### config.mk
export PLATFORM = sky130hd
export DESIGN_NAME = c_skip_sub_26bit_seq
export DESIGN_NICKNAME = d
export VERILOG_FILES = /design/src/rtl/c_skip_pkg.sv /design/src/rtl/c_skip_sub_seg.sv /design/src/rtl/c_skip_sub_26bit_seq.sv
export SDC_FILE = /design/constraint.sdc
export NUM_CORES = 1
export LEC_CHECK = 0
export ABC_AREA = 1
export BUFFER_PORTS_ARGS = -buffer_cell sky130_fd_sc_hd__buf_2
export CORE_MARGIN = 4
export CORE_UTILIZATION = 53
export DETAILED_ROUTE_END_ITERATION = 7
export HOLD_SLACK_MARGIN = 0.03
export PLACE_DENSITY = 0.84
export SLEW_MARGIN = 10
export SYNTH_ARGS = -nofsm -noshare
export SYNTH_HDL_FRONTEND = slang
export SYNTH_HIERARCHICAL = 1
export SYNTH_SLANG_ARGS = --single-unit
### constraint.sdc
create_clock -name clk -period 11.5 [get_ports clk]
set_input_delay 2.3 -clock clk [delete_from_list [all_inputs] [get_ports clk]]
set_output_delay 2.3 -clock clk [all_outputs]
set_load 0.05 [all_outputs]
### src/rtl/c_skip_pkg.sv
// Shared definitions for the sequential 26-bit carry-skip subtractor:
// FSM state encoding and the fixed 16/8/2 segment boundaries.
package c_skip_pkg;

  typedef enum logic [2:0] {
    IDLE,
    S0,
    S1,
    S2,
    DONE
  } state_e;

  localparam int SEG0_LO   = 1;
  localparam int SEG0_HI   = 16;
  localparam int SEG1_LO   = 17;
  localparam int SEG1_HI   = 24;
  localparam int SEG2_LO   = 25;
  localparam int SEG2_HI   = 26;
  localparam int SEG_MAX_W = 16;

  localparam int SEG0_W = SEG0_HI - SEG0_LO + 1;
  localparam int SEG1_W = SEG1_HI - SEG1_LO + 1;
  localparam int SEG2_W = SEG2_HI - SEG2_LO + 1;

endpackage

### src/rtl/c_skip_sub_seg.sv
// Combinational carry-skip segment subtractor: diff = a + ~b + ~borrow_in.
// The carry chain ripples inside each SKIP-bit block; a block whose bits all
// propagate forwards its incoming carry directly to the next block.
// A narrower segment fed with zero-extended operands finds its own borrow-out
// in diff[segment width], since every bit above the segment propagates.
module c_skip_sub_seg
  import c_skip_pkg::*;
#(
  parameter int WIDTH = SEG_MAX_W,
  parameter int SKIP  = 4
) (
  input  logic [WIDTH-1:0] a,
  input  logic [WIDTH-1:0] b,
  input  logic             borrow_in,
  output logic [WIDTH-1:0] diff,
  output logic             borrow_out
);

  localparam int NBLK = WIDTH / SKIP;

  logic [WIDTH-1:0] nb;
  logic [WIDTH-1:0] p;
  logic [WIDTH-1:0] g;
  logic [WIDTH:0]   carry;

  // Propagate/generate, blockwise ripple with skip bypass, then the sum bits.
  always_comb begin
    nb       = ~b;
    p        = a ^ nb;
    g        = a & nb;
    carry    = '0;
    carry[0] = ~borrow_in;
    for (int blk = 0; blk < NBLK; blk++) begin
      for (int i = 0; i < SKIP; i++) begin
        carry[blk*SKIP+i+1] = g[blk*SKIP+i] | (p[blk*SKIP+i] & carry[blk*SKIP+i]);
      end
      if (&p[blk*SKIP +: SKIP]) begin
        carry[(blk+1)*SKIP] = carry[blk*SKIP];
      end
    end
    // Any bits left over when SKIP does not divide WIDTH simply ripple.
    for (int i = NBLK * SKIP; i < WIDTH; i++) begin
      carry[i+1] = g[i] | (p[i] & carry[i]);
    end
    diff       = p ^ carry[WIDTH-1:0];
    borrow_out = ~carry[WIDTH];
  end

endmodule

### src/rtl/c_skip_sub_26bit_seq.sv
// Sequential 26-bit carry-skip subtractor: D = A - B - bin with borrow-out.
// One shared segment datapath evaluates bits 16:1, 24:17 and 26:25 on three
// consecutive cycles, chaining the borrow through a register, behind a
// valid/ready handshake on both sides.
// Optional feature macro: C_SKIP_SUB_OVF_EN adds the registered signed
// overflow output ovf.
module c_skip_sub_26bit_seq
  import c_skip_pkg::*;
#(
  parameter int WIDTH = 26,
  parameter int SKIP  = 4
) (
  input  logic           clk,
  input  logic           rst,
  input  logic           in_valid,
  output logic           in_ready,
  input  logic [WIDTH:1] A,
  input  logic [WIDTH:1] B,
  input  logic           bin,
  output logic           out_valid,
  input  logic           out_ready,
  output logic [WIDTH:1] D,
  output logic           bout
`ifdef C_SKIP_SUB_OVF_EN
  ,
  output logic           ovf
`endif
);

  state_e               state_q, state_d;
  logic [WIDTH:1]       a_q, a_d;
  logic [WIDTH:1]       b_q, b_d;
  logic                 borrow_q, borrow_d;
  logic [WIDTH:1]       res_q, res_d;
  logic                 bout_q, bout_d;
  logic                 out_valid_q, out_valid_d;
`ifdef C_SKIP_SUB_OVF_EN
  logic                 ovf_q, ovf_d;
`endif

  logic [SEG_MAX_W-1:0] seg_a;
  logic [SEG_MAX_W-1:0] seg_b;
  logic [SEG_MAX_W-1:0] seg_diff;
  logic                 seg_bout_full;
  logic                 seg_borrow;
  logic                 accept;

  assign in_ready = ~rst & ((state_q == IDLE) | ((state_q == DONE) & out_ready));
  assign accept   = in_valid & in_ready;

  // Select the active segment's operands (zero-extended) and its borrow-out.
  always_comb begin
    // NOTE: every combinational output gets a default first so no path leaves it unassigned (no latch).
    seg_a      = '0;
    seg_b      = '0;
    seg_borrow = seg_bout_full;
    unique case (state_q)
      S1: begin
        seg_a[SEG1_W-1:0] = a_q[SEG1_HI:SEG1_LO];
        seg_b[SEG1_W-1:0] = b_q[SEG1_HI:SEG1_LO];
        seg_borrow        = seg_diff[SEG1_W];
      end
      S2: begin
        seg_a[SEG2_W-1:0] = a_q[SEG2_HI:SEG2_LO];
        seg_b[SEG2_W-1:0] = b_q[SEG2_HI:SEG2_LO];
        seg_borrow        = seg_diff[SEG2_W];
      end
      default: begin
        seg_a = a_q[SEG0_HI:SEG0_LO];
        seg_b = b_q[SEG0_HI:SEG0_LO];
      end
    endcase
  end

  c_skip_sub_seg #(
    .WIDTH (SEG_MAX_W),
    .SKIP  (SKIP)
  ) u_seg (
    .a          (seg_a),
    .b          (seg_b),
    .borrow_in  (borrow_q),
    .diff       (seg_diff),
    .borrow_out (seg_bout_full)
  );

  // Next-state, operand latch and segment-by-segment result update.
  always_comb begin
    state_d     = state_q;
    a_d         = a_q;
    b_d         = b_q;
    borrow_d    = borrow_q;
    res_d       = res_q;
    bout_d      = bout_q;
    out_valid_d = out_valid_q;
`ifdef C_SKIP_SUB_OVF_EN
    ovf_d       = ovf_q;
`endif
    unique case (state_q)
      IDLE: begin
        if (accept) begin
          a_d      = A;
          b_d      = B;
          borrow_d = bin;
          state_d  = S0;
        end
      end
      S0: begin
        res_d[SEG0_HI:SEG0_LO] = seg_diff[SEG0_W-1:0];
        borrow_d               = seg_borrow;
        state_d                = S1;
      end
      S1: begin
        res_d[SEG1_HI:SEG1_LO] = seg_diff[SEG1_W-1:0];
        borrow_d               = seg_borrow;
        state_d                = S2;
      end
      S2: begin
        res_d[SEG2_HI:SEG2_LO] = seg_diff[SEG2_W-1:0];
        bout_d                 = seg_borrow;
        out_valid_d            = 1'b1;
`ifdef C_SKIP_SUB_OVF_EN
        ovf_d = (a_q[WIDTH] ^ b_q[WIDTH]) & (seg_diff[SEG2_W-1] ^ a_q[WIDTH]);
`endif
        state_d                = DONE;
      end
      DONE: begin
        if (out_ready) begin
          out_valid_d = 1'b0;
          if (accept) begin
            a_d      = A;
            b_d      = B;
            borrow_d = bin;
            state_d  = S0;
          end else begin
            state_d = IDLE;
          end
        end
      end
      default: state_d = IDLE;
    endcase
  end

  // State and datapath registers with synchronous reset.
  always_ff @(posedge clk) begin
    // NOTE: sequential state uses non-blocking assignments so all flops update together at the edge.
    if (rst) begin
      state_q     <= IDLE;
      // NOTE: operand registers are reset too, so an aborted operation leaves nothing behind.
      a_q         <= '0;
      b_q         <= '0;
      borrow_q    <= 1'b0;
      res_q       <= '0;
      bout_q      <= 1'b0;
      out_valid_q <= 1'b0;
`ifdef C_SKIP_SUB_OVF_EN
      ovf_q       <= 1'b0;
`endif
    end else begin
      state_q     <= state_d;
      a_q         <= a_d;
      b_q         <= b_d;
      borrow_q    <= borrow_d;
      res_q       <= res_d;
      bout_q      <= bout_d;
      out_valid_q <= out_valid_d;
`ifdef C_SKIP_SUB_OVF_EN
      ovf_q       <= ovf_d;
`endif
    end
  end

  assign D         = res_q;
  assign bout      = bout_q;
  assign out_valid = out_valid_q;
`ifdef C_SKIP_SUB_OVF_EN
  assign ovf       = ovf_q;
`endif

endmodule
Word-level counts from Yosys, hierarchy flattened
Index checks and enable logic that the tools add are counted.
{"block": "op_classes", "bitwise_logic": 43, "n_mux": 26, "reduce_logical": 14, "n_eq_ne": 6}
{"cell": "2-to-1 mux 26 bit", "count": 4}
{"cell": "case mux 26 bit (2 select lines)", "count": 2}
{"cell": "bitwise XOR 16 bit", "count": 2}
{"cell": "case mux 6 bit (2 select lines)", "count": 2}
{"cell": "AND 1 bit", "count": 19}
{"cell": "bitwise OR 1 bit", "count": 17}
{"cell": "AND 16 bit", "count": 1}
{"cell": "2-to-1 mux 8 bit", "count": 2}
{"cell": "NOT 16 bit", "count": 1}
{"cell": "AND reduction 4 bit", "count": 4}
{"cell": "case mux 3 bit (5 select lines)", "count": 1}
{"cell": "2-to-1 mux 1 bit", "count": 8}
{"cell": "case mux 2 bit (2 select lines)", "count": 2}
{"cell": "AND reduction 2 bit", "count": 4}
{"cell": "equality test 3 x 2 -> 1 bit, second input constant", "count": 2}
{"cell": "2-to-1 mux 3 bit", "count": 2}
{"cell": "!= test 2 bit, second input constant", "count": 2}
{"cell": "case mux 1 bit (2 select lines)", "count": 2}
{"cell": "nonzero test 2 bit", "count": 2}
{"cell": "OR reduction 2 bit", "count": 2}
{"cell": "equality test 3 x 1 -> 1 bit, second input constant", "count": 1}
{"cell": "equality test 3 bit, second input constant", "count": 1}
{"cell": "zero test 3 bit", "count": 1}
{"cell": "NOT 1 bit", "count": 3}
{"cell": "2 further kinds", "count": 2}
{"block": "word_totals", "word_cells": 98, "inputBits": 57, "output_inout_bits": 29, "register_bits": 84}

Depth between registers and ports, before layout
Gate-level depths: netlist (run 1).
{"block": "depth", "ltp_word": 44, "mapped_depth": 39, "mapped_depth_nobuf": 37}

By module
Netlist (run 1), hierarchy kept.
{"module": "c_skip_sub_26bit_seq", "cells_each": 436, "seq_area_each_um2": 1681.6, "area_per_inst_um2": 3323.2, "n_inst": 1}
{"module": "c_skip_sub_seg", "cells_each": 104, "seq_area_each_um2": 0.0, "area_per_inst_um2": 838.3, "n_inst": 1}

Worst setup path after synthesis (run 1)
No wires, ideal clock.
{"block": "synth_path", "kind": "flip-flop to flip-flop", "start": "reg state_q[0]", "end": "reg borrow_q", "path_buffers": 2, "synth_period_minus_slack_ns": 8.622, "path_stages_with_launch": 40, "setup_time_ns": 0.109, "arrival_ns": 8.513, "required_ns": 11.391, "setup_slack_ns": 2.878, "cell_sequence": "dfxtp_1 buf_6 nor2_1 nand2_1 nand2_2 inv_2 buf_2 nand2_1 nand3_1 inv_1 fa_1 fa_1 fa_1 fa_1 o21bai_2 and2_2 fa_1 fa_1 (+4 left out) fa_1 fa_1 fa_1 fa_1 or2_1 and2_1 fa_1 fa_1 fa_1 fa_1 nand2_1 nand2_1 nand3_1 nand2_1 nand2_1 nand3_1 nand2_1 inv_1"}
{"block": "synth_via", "elab_cells_between_ends": 69, "classes_between": "5 x eq/ne; 14 x mux; 41 x bitwise; 9 x reduce/logical"}
{"item": "from (decl)", "line_no": "c_skip_sub_26bit_seq.sv:30", "text": "state_e state_q, state_d;"}
{"item": "from (signal assigned)", "line_no": "c_skip_sub_26bit_seq.sv:159", "text": "state_q <= state_d;"}
{"item": "equality test 3 x 2 -> 1 bit", "line_no": "c_skip_sub_26bit_seq.sv:57", "text": "unique case (state_q)"}
{"item": "case mux 2 bit (2 select lines) (*)", "line_no": "c_skip_sub_26bit_seq.sv:57"}
{"item": "via seg_a[0]", "line_no": "c_skip_sub_26bit_seq.sv:41", "text": "logic [SEG_MAX_W-1:0] seg_a;"}
{"item": "bitwise XOR 16 bit", "line_no": "c_skip_sub_seg.sv:29", "text": "p = a ^ nb;"}
{"item": "AND 1 bit", "line_no": "c_skip_sub_seg.sv:35", "text": "carry[blk*SKIP+i+1] = g[blk*SKIP+i] | (p[blk*SKIP+i] & carry[blk*SKIP+i]);"}
{"item": "bitwise OR 1 bit", "line_no": "c_skip_sub_seg.sv:35"}
{"item": "AND 1 bit", "line_no": "c_skip_sub_seg.sv:35"}
{"item": "bitwise OR 1 bit", "line_no": "c_skip_sub_seg.sv:35"}
{"item": "(+28 left out)"}
{"item": "bitwise OR 1 bit", "line_no": "c_skip_sub_seg.sv:35"}
{"item": "AND 1 bit", "line_no": "c_skip_sub_seg.sv:35"}
{"item": "bitwise OR 1 bit", "line_no": "c_skip_sub_seg.sv:35"}
{"item": "2-to-1 mux 1 bit (*)", "line_no": "c_skip_sub_seg.sv:37", "text": "if (&p[blk*SKIP +: SKIP]) begin"}
{"item": "NOT 1 bit (*)", "line_no": "c_skip_sub_seg.sv:46", "text": "borrow_out = ~carry[WIDTH];"}
{"item": "via seg_bout_full", "line_no": "c_skip_sub_26bit_seq.sv:44", "text": "logic seg_bout_full;"}
{"item": "case mux 1 bit (2 select lines) (*)", "line_no": "c_skip_sub_26bit_seq.sv:57"}
{"item": "case mux 1 bit (3 select lines) (*)", "line_no": "c_skip_sub_26bit_seq.sv:98", "text": "unique case (state_q)"}
{"item": "to (signal assigned)", "line_no": "c_skip_sub_26bit_seq.sv:162", "text": "borrow_q <= borrow_d;"}
{"item": "to (decl)", "line_no": "c_skip_sub_26bit_seq.sv:33", "text": "logic borrow_q, borrow_d;"}
Mark *: on every way through the listed nets, which the timed path passes. The rest lies on a longest branch. The select of a mux whose other input is x is not followed.
A chain may end at the register's enable or synchronous reset.

Worst setup path in the final report (run 1)
Same ends and word-level chain as after synthesis.

==> results of run 1 <==
==> cell type report <==
cell class,count,area (sq um)
clock inverters,3,67.6
flip-flops and latches,84,1680
well taps,102,128
fillers,671,2900
inverters,93,352
repair buffers,85,425
clock buffers,13,169
multi-input cells,335,1970
==> registers in the layout, summed over array words and instances, names as in the netlist <==
name,flops
D,26
a_q,26
b_q,26
borrow_q,1
bout,1
out_valid,1
state_q,3
==> logic make-up after synthesis <==
| logic type | after synthesis | share of synthesized area, % |
|---|---|---|
| and+or+nand+nor | 173 | 17.5 |
| adders and majority gates | 32 | 12.5 |
| DFF | 84 | 40.4 |
| AOI/OAI and AO/OA | 130 | 17.3 |
| buffers and inverters | 121 | 12.3 |
==> synth_stat cells <==
cell type	number	area share [%]
nand4_1	2	0.30
nand3b_1	1	0.18
ha_1	16	4.8
and2_1	1	0.15
o21ai_0	75	9.0
nand2_4	1	0.27
nand2_2	2	0.30
nor4_1	1	0.15
nor2_1	114	10
o21bai_2	1	0.27
dfxtp_1	84	40
nand3_1	10	1.2
inv_4	1	0.15
fa_1	16	7.7
o21ai_2	1	0.21
nand3_2	3	0.72
a21oi_1	35	4.2
inv_1	88	7.9
or2_1	1	0.15
buf_2	13	1.6
o21ai_4	1	0.39
nor3_1	1	0.12
clkbuf_1	9	0.81
o21ai_1	4	0.48
nand2_1	33	3.0
nor2_4	2	0.54
buf_1	1	0.090
inv_2	4	0.36
buf_6	5	1.4
a22o_1	12	2.5
and2_2	1	0.18
o21a_1	1	0.18
==> path summary, 6_finish.rpt <==
path | slack, ns | depth (start not counted) | to | startpoint
worst max-delay path | 1.84 | 36 | borrow_q$_SDFFE_PP0P_ | state_q[0]$_SDFFE_PP0P_
worst min-delay path | 0.45 | 2 | D[10]$_SDFFE_PP0P_ | D[10]$_SDFFE_PP0P_
worst max register to register | 1.84 | 36 | borrow_q$_SDFFE_PP0P_ | state_q[0]$_SDFFE_PP0P_
worst min register to register | 0.45 | 2 | D[10]$_SDFFE_PP0P_ | D[10]$_SDFFE_PP0P_
==> worst register-to-register path: cells and delay by family (launching register included) <==
| family | cells | cell delay, ns |
|---|---|---|
| adder cells (fa/ha/maj) | 16 | 6.24 |
| AND/OR/NAND/NOR | 15 | 1.90 |
| AO/OA/AOI/OAI | 2 | 0.31 |
| flip-flops | 1 | 0.41 |
| buffers and inverters | 3 | 0.72 |
==> through the flow <==
step	hold slack (ns)	power, mW
after floorplan	0.430	0.866
after global placement	0.432	0.973
after detailed placement	0.436	0.996
after CTS	0.448	1.24
after global routing	0.460	1.34
final	0.445	1.23
==> layer usage <==
metal  global-route usage (%)  up-vias
met3                     4.61       22
met2                     32.7       99
met1                     23.4     1574
li1                         -     1818
met5                        0        -
met4                     7.67        0
==> report_power, final <==
part	internal (mW)	leakage (nW)	switching [mW]	total (mW)
clock network	0.140	0.116	0.0989	0.239
logic	0.198	1.40	0.408	0.606
registers	0.353	0.689	0.0353	0.388
total	0.691	2.21	0.542	1.23
==> results.json, run 1 <==
{
  "crit_buf_inv": 3,
  "critical-path-top-delay-family": "adder cells",
  "period_needed_ns": 9.66,
  "clock_latency_ns": 0.35,
  "fp.dieArea_sq_um": 9330,
  "yosysWarningCount": 6,
  "slowest_stage": "inv_1",
  "synth_nets": 629,
  "dr.first_iter.drc_count": 171,
  "io_pins": 86,
  "start_util_pct": 54.1,
  "power.density_nw_per_um2": 257,
  "ant_nets": 0,
  "synth_seq_cells": 84,
  "final_util_pct": 62.3,
  "clockBufferDepth": 2,
  "stdcell_area_sq_um": 4790,
  "fin_crit_sh_pct": 84.0,
  "synth_cells": 540,
  "vias": 3513,
  "cpPeakStageDelay_ns": 0.62,
  "wl_met2_um": 4250,
  "grt_usage_pct": 19.2,
  "path_class": "reg -> reg",
  "pre_cts_ws_ns": 1.97,
  "cts-root-buf": "clkbuf_8",
  "wl_um": 8780,
  "post_cts_buffers": 0,
  "ys_seq_area_share_pct": 40.4,
  "finalNonFillerCells": 715,
  "die_w_um": 96.6,
  "required_ns": 11.76,
  "clk_pin_slew_ns": 0.08,
  "grt_pass1_wl_um": 15100,
  "finish.net_count": 697,
  "cts_tree": "done",
  "worst_setup_path_start_kind": "register",
  "drc": 0,
  "vdd_drop_max_v": 0.0000957,
  "final_cell_mix": "114 x nor2_1, 88 x inv_1, 85 x buf_2, 84 x dfxtp_1, 75 x o21ai_0",
  "critPathCaptureType": "register",
  "mostFrequentLayoutCell": "nor2_1",
  "placed_cells": 699,
  "vias_per_cell": 4.91,
  "synth.distinct_cells": 32,
  "crit_top_cell": "fa_1",
  "grt_overflow": 0,
  "cp_max_fo": 24,
  "coreArea_sq_um": 7690,
  "wl_per_cell_um": 12.3,
  "drv_cap": 0,
  "fmax_mhz": 104,
  "arrival_ns": 9.91,
  "wl_met3_um": 473,
  "drv_slew": 0,
  "highest_layer": "met4",
  "status": "complete, no violations",
  "syn_avg_cell_area_sq_um": 7.71,
  "finalSetupViolCount": 0,
  "grt_pass1_vias": 3426,
  "fp-row-count": 32,
  "relSlewSlack_pct": 32.9,
  "num_antenna_cells": 0,
  "htree_levels": 3,
  "drive_gt1_share_pct": 19.1,
  "antenna_found_initial": 0,
  "hold_class": "reg -> reg",
  "routabilityCongestion": 0.864,
  "portBuffers": 85,
  "cts_made_buffers": 9,
  "fin_ws_ns": 1.84,
  "area_growth_pct": 15.2,
  "dpl.hpwl_um": 6550,
  "syn-cell-area_sq_um": 4160,
  "cts_hold_buf": 0,
  "wl_met1_um": 3880,
  "tightest_slew_ns": 1.00,
  "clock_skew_ns": 0.00829,
  "cts.sinks": 84,
  "p_leak_nw": 2.21,
  "drt_pass1_iterations": 5,
  "tns_ns": 0,
  "grt_max_degree": 81,
  "rsz0062_at_grt": "no",
  "cts-resized-gates": 0,
  "die_h_um": 96.6,
  "finalHoldViolations": 0,
  "postPlaceCellArea_sq_um": 4560
}
(Power assumes the default switching activity.)
==> inputs of run 2 (changes only) <==
clock period = 9 ns   (was 11.5 ns; I/O delays follow)
==> results.json, run 2 (synthesis results as in run 1) <==
{
  "drv_cap": 0,
  "period_needed_ns": 8.75,
  "drive_gt1_share_pct": 21.5,
  "final_cell_mix": "113 x nor2_1, 86 x inv_1, 85 x buf_2, 81 x dfxtp_1, 75 x o21ai_0",
  "worst_setup_path_start_kind": "register",
  "arrival_ns": 9.01,
  "vdd_drop_max_v": 0.000116,
  "clockBufferDepth": 2,
  "final_util_pct": 63.2,
  "start_util_pct": 54.1,
  "die_h_um": 96.6,
  "tns_ns": 0,
  "tightest_slew_ns": 1.02,
  "fill_cells": 692,
  "dpl.hpwl_um": 6790,
  "relSlewSlack_pct": 32.0,
  "critical-path-top-delay-family": "adder cells",
  "critPathCaptureType": "register",
  "finish.net_count": 703,
  "fp-row-count": 32,
  "num_antenna_cells": 0,
  "grt_usage_pct": 19.2,
  "required_ns": 9.26,
  "die_w_um": 96.6,
  "clock_skew_ns": 0.0106,
  "dr.first_iter.drc_count": 116,
  "crit_buf_inv": 3,
  "grt_max_degree": 81,
  "mostFrequentLayoutCell": "nor2_1",
  "ff_latch_area_sq_um": 1690,
  "htree_levels": 3,
  "finalHoldViolations": 0,
  "io_pins": 86,
  "cts.sinks": 84,
  "area_growth_pct": 16.7,
  "fin_crit_sh_pct": 97.2,
  "slowest_stage": "fa_1",
  "multi_input_area_sq_um": 1990,
  "finalSetupViolCount": 0,
  "crit_top_cell": "fa_1",
  "fp.dieArea_sq_um": 9330,
  "path_class": "reg -> reg",
  "cts_tree": "done",
  "fmax_mhz": 114,
  "cts-root-buf": "clkbuf_8",
  "portBuffers": 85,
  "grt_pass1_vias": 3490,
  "antenna_found_initial": 0,
  "drv_slew": 0,
  "cts_made_buffers": 9,
  "whs_ns": 0.446,
  "status": "complete, no violations",
  "rsz0062_at_grt": "no",
  "hold_class": "reg -> reg",
  "vias": 3575,
  "cp_max_fo": 8,
  "p_leak_nw": 2.24,
  "clk_pin_slew_ns": 0.08,
  "clock_latency_ns": 0.36,
  "grt_pass1_wl_um": 14900,
  "drt_pass1_iterations": 4,
  "coreArea_sq_um": 7690,
  "routabilityCongestion": 0.871,
  "vias_per_cell": 4.96,
  "cpPeakStageDelay_ns": 0.45,
  "drc": 0,
  "wl_um": 9050,
  "ant_nets": 0,
  "grt_overflow": 0,
  "wl_per_cell_um": 12.6,
  "power.density_nw_per_um2": 330,
  "r2r_slack_ns": 0.25
}
run 2: layout make-up:
class	count	area share (%)
tap	102	2.63
timing repair buffer	91	9.69
sequential	84	34.8
clock inverter	6	1.80
inverter	93	7.29
multi-input combinational	335	40.9
clock buffer	10	2.84
run 2: timing repair:
action,in CTS,in global routing
resized for setup,2,11
endpoints found under the setup margin,2,2
hold buffers,0,0
buffers inserted,0,1
pin swaps,0,0
run 2: per-layer routing:
metal	wire [um]	GRT usage (%)
met4	191	8.32
met3	483	4.61
met1	3880	21.9
met2	4490	33.9
met5	0	0
run 2: through the flow:
step                power [mW]  worst slack [ns]  instance area, sq um  cells
floorplan                 1.11             0.378                  4160    540
global placement          1.26             0.246                  4590    704
detailed placement        1.30           -0.0784                  4590    704
CTS                       1.59           0.00736                  4820    720
global route              1.72           0.00759                  4850    721
finish                    1.60             0.251                  4850    721
run 2: power breakdown:
part           switching [mW]  internal, mW  total, mW
Combinational           0.529         0.273      0.801
Clock                   0.136         0.164      0.300
Sequential             0.0474         0.453      0.500
Total                   0.712         0.889       1.60
run 2: final timing paths:
check                          end               startpoint  depth (start not counted)
max          borrow_q$_SDFFE_PP0P_  state_q[0]$_SDFFE_PP0P_                         36
min              D[7]$_SDFFE_PP0P_        D[7]$_SDFFE_PP0P_                          2
max reg2reg  borrow_q$_SDFFE_PP0P_  state_q[0]$_SDFFE_PP0P_                         36
min reg2reg      D[7]$_SDFFE_PP0P_        D[7]$_SDFFE_PP0P_                          2
run 2: worst reg2reg max path, delay by kind of cell (launching register included):
kind,cells,cell delay (ns)
and+or+nand+nor,15,1.58
DFF,1,0.39
AOI/OAI and AO/OA,2,0.27
buffers and inverters,3,0.20
adders and majority gates,16,6.19
==> inputs of run 3 (changes only) <==
clock period = 8.7 ns   (was 9 ns; I/O delays follow)
==> results.json, run 3 (synthesis results as in run 1) <==
{
  "relSlewSlack_pct": 34.4,
  "wl_um": 9300,
  "pwr-share-seq_pct": 31.8,
  "clock_latency_ns": 0.35,
  "worstReg2RegEnd": "borrow_q$_SDFFE_PP0P_",
  "ant_nets": 0,
  "mostFrequentLayoutCell": "nor2_1",
  "grt_pass1_wl_um": 15400,
  "final_cell_mix": "113 x nor2_1, 86 x inv_1, 85 x buf_2, 82 x dfxtp_1, 75 x o21ai_0",
  "fin_crit_sh_pct": 96.9,
  "finalHoldViolations": 0,
  "cts_made_buffers": 9,
  "path_class": "reg -> reg",
  "die_h_um": 96.6,
  "r2r-start": "state_q[2]$_SDFFE_PP0P_",
  "holdPathEnd": "D[6]$_SDFFE_PP0P_",
  "slowest_stage": "fa_2",
  "rr_worst_depth": 36,
  "whs_ns": 0.442,
  "antenna_found_initial": 0,
  "clockBufferDepth": 2,
  "ff_latch_area_sq_um": 1690,
  "cp_max_fo": 7,
  "use_met3_pct": 3.60,
  "finish.net_count": 706,
  "worstHoldStart": "D[6]$_SDFFE_PP0P_",
  "critPathCaptureType": "register",
  "htree_levels": 3,
  "vias": 3581,
  "finalSetupViolCount": 0,
  "switchingPower_uw": 742,
  "clk_pin_slew_ns": 0.08,
  "dpl.hpwl_um": 6900,
  "period_needed_ns": 8.43,
  "internal_power_uw": 872,
  "cts-root-buf": "clkbuf_8",
  "multi_input_area_sq_um": 2010,
  "drt_pass1_iterations": 4,
  "worst_setup_path_start_kind": "register",
  "portBuffers": 85,
  "vias_per_cell": 4.96,
  "drc": 0,
  "tightest_slew_ns": 0.981,
  "whs_path_depth": 2,
  "cts.sinks": 84,
  "grt_util_met1_pct": 24.1,
  "drv_cap": 0,
  "fp-row-count": 32,
  "required_ns": 8.96,
  "p_clk_share_pct": 14.7,
  "cpPeakStageDelay_ns": 0.39,
  "grt_most_used_layer": "met2",
  "tns_ns": 0,
  "power_frac_comb_pct": 53.6,
  "cts_hold_buf": 0,
  "drive_gt1_share_pct": 22.3,
  "grt_max_degree": 81,
  "io_pins": 86,
  "fmax_mhz": 119,
  "wl_per_cell_um": 12.9,
  "hold_class": "reg -> reg",
  "start_util_pct": 54.1,
  "area_growth_pct": 16.1,
  "grt_usage_pct": 19.6,
  "vdd_drop_max_v": 0.000152,
  "grt_pass1_vias": 3491,
  "coreArea_sq_um": 7690,
  "p_leak_nw": 2.22,
  "die_w_um": 96.6,
  "dr.first_iter.drc_count": 135,
  "drv_slew": 0,
  "fp.dieArea_sq_um": 9330,
  "grtUsageMet2_pct": 34.0,
  "cts_tree": "done",
  "routabilityCongestion": 0.901,
  "clock_skew_ns": 0.0118,
  "fill_cells": 684,
  "grt_overflow": 0,
  "r2r_slack_ns": 0.27,
  "status": "complete, no violations",
  "arrival_ns": 8.68,
  "swShare_pct": 46.0,
  "power.density_nw_per_um2": 334,
  "num_antenna_cells": 0
}
[run 3: changes by cell type in the layout (fill, tap and decap cells not counted), moves of 2 or more]
cell	previous run	this run
bufinv_16	2	0
fa_2	2	8
clkinv_4	2	0
clkbuf_1	0	2
fa_1	14	8
buf_4	6	9
[run 3: worst max-delay path by stage]
stage	start	end	slack, ns	cells past startpoint
final	state_q[2]$_SDFFE_PP0P_	borrow_q$_SDFFE_PP0P_	0.27	36
after CTS	state_q[0]$_SDFFE_PP0P_	borrow_q$_SDFFE_PP0P_	0.03	36
after global placement	state_q[2]$_SDFFE_PP0P_	borrow_q$_SDFFE_PP0P_	0.09	36
after detailed placement	state_q[2]$_SDFFE_PP0P_	borrow_q$_SDFFE_PP0P_	-0.16	36
after floorplan	state_q[0]$_SDFFE_PP0P_	borrow_q$_SDFFE_PP0P_	0.08	39
after global routing	state_q[0]$_SDFFE_PP0P_	borrow_q$_SDFFE_PP0P_	-0.01	37
[run 3: through the flow]
stage	cell area, sq um	std cells	power, mW	utilization [%]	setup slack (ns)
CTS	4790	721	1.59	62.3	0.0256
global placement	4620	707	1.31	60.0	0.0898
floorplan	4160	540	1.15	-	0.0779
detailed placement	4620	707	1.35	60.0	-0.157
global route	4830	722	1.74	62.9	-0.0101
finish	4830	722	1.61	62.9	0.274
[run 3: power groups by stage]
| stage | clock network, mW | registers (mW) | logic (mW) |
|---|---|---|---|
| CTS | 0.240 | 0.512 | 0.838 |
| finish | 0.236 | 0.512 | 0.864 |
| detailed placement | 0 | 0.519 | 0.831 |
| global route | 0.255 | 0.521 | 0.966 |
| global placement | 0 | 0.514 | 0.797 |
| floorplan | 0 | 0.641 | 0.504 |
[run 3: final cells by class]
class	count	area share, %
Tap cell	102	2.64
Multi-Input combinational cell	335	41.6
Clock buffer	12	3.00
Sequential cell	84	34.9
Timing Repair Buffer	94	10.2
Inverter	93	7.38
Clock inverter	2	0.259
[run 3: layer usage]
layer / routed length (um) / up-vias
met2: 4660 / 98
met1: 3980 / 1635
met4: 180 / 0
met3: 480 / 19
li1: - / 1829
met5: 0 / -
[run 3: worst max-delay path, delay by kind of cell (launching register included)]
family	cells	cell delay [ns]
adder cells (fa/ha/maj)	16	5.89
AND/OR/NAND/NOR	15	1.61
flip-flops	1	0.38
AO/OA/AOI/OAI	2	0.28
buffers and inverters	3	0.18
[run 3: repair_timing]
item / in CTS / in global routing
buffers inserted: 0 / 1
hold endpoints to repair: 0 / 0
resized for setup: 8 / 12
pin swaps: 0 / 0
endpoints found under the setup margin: 2 / 2
gates cloned: 0 / 0
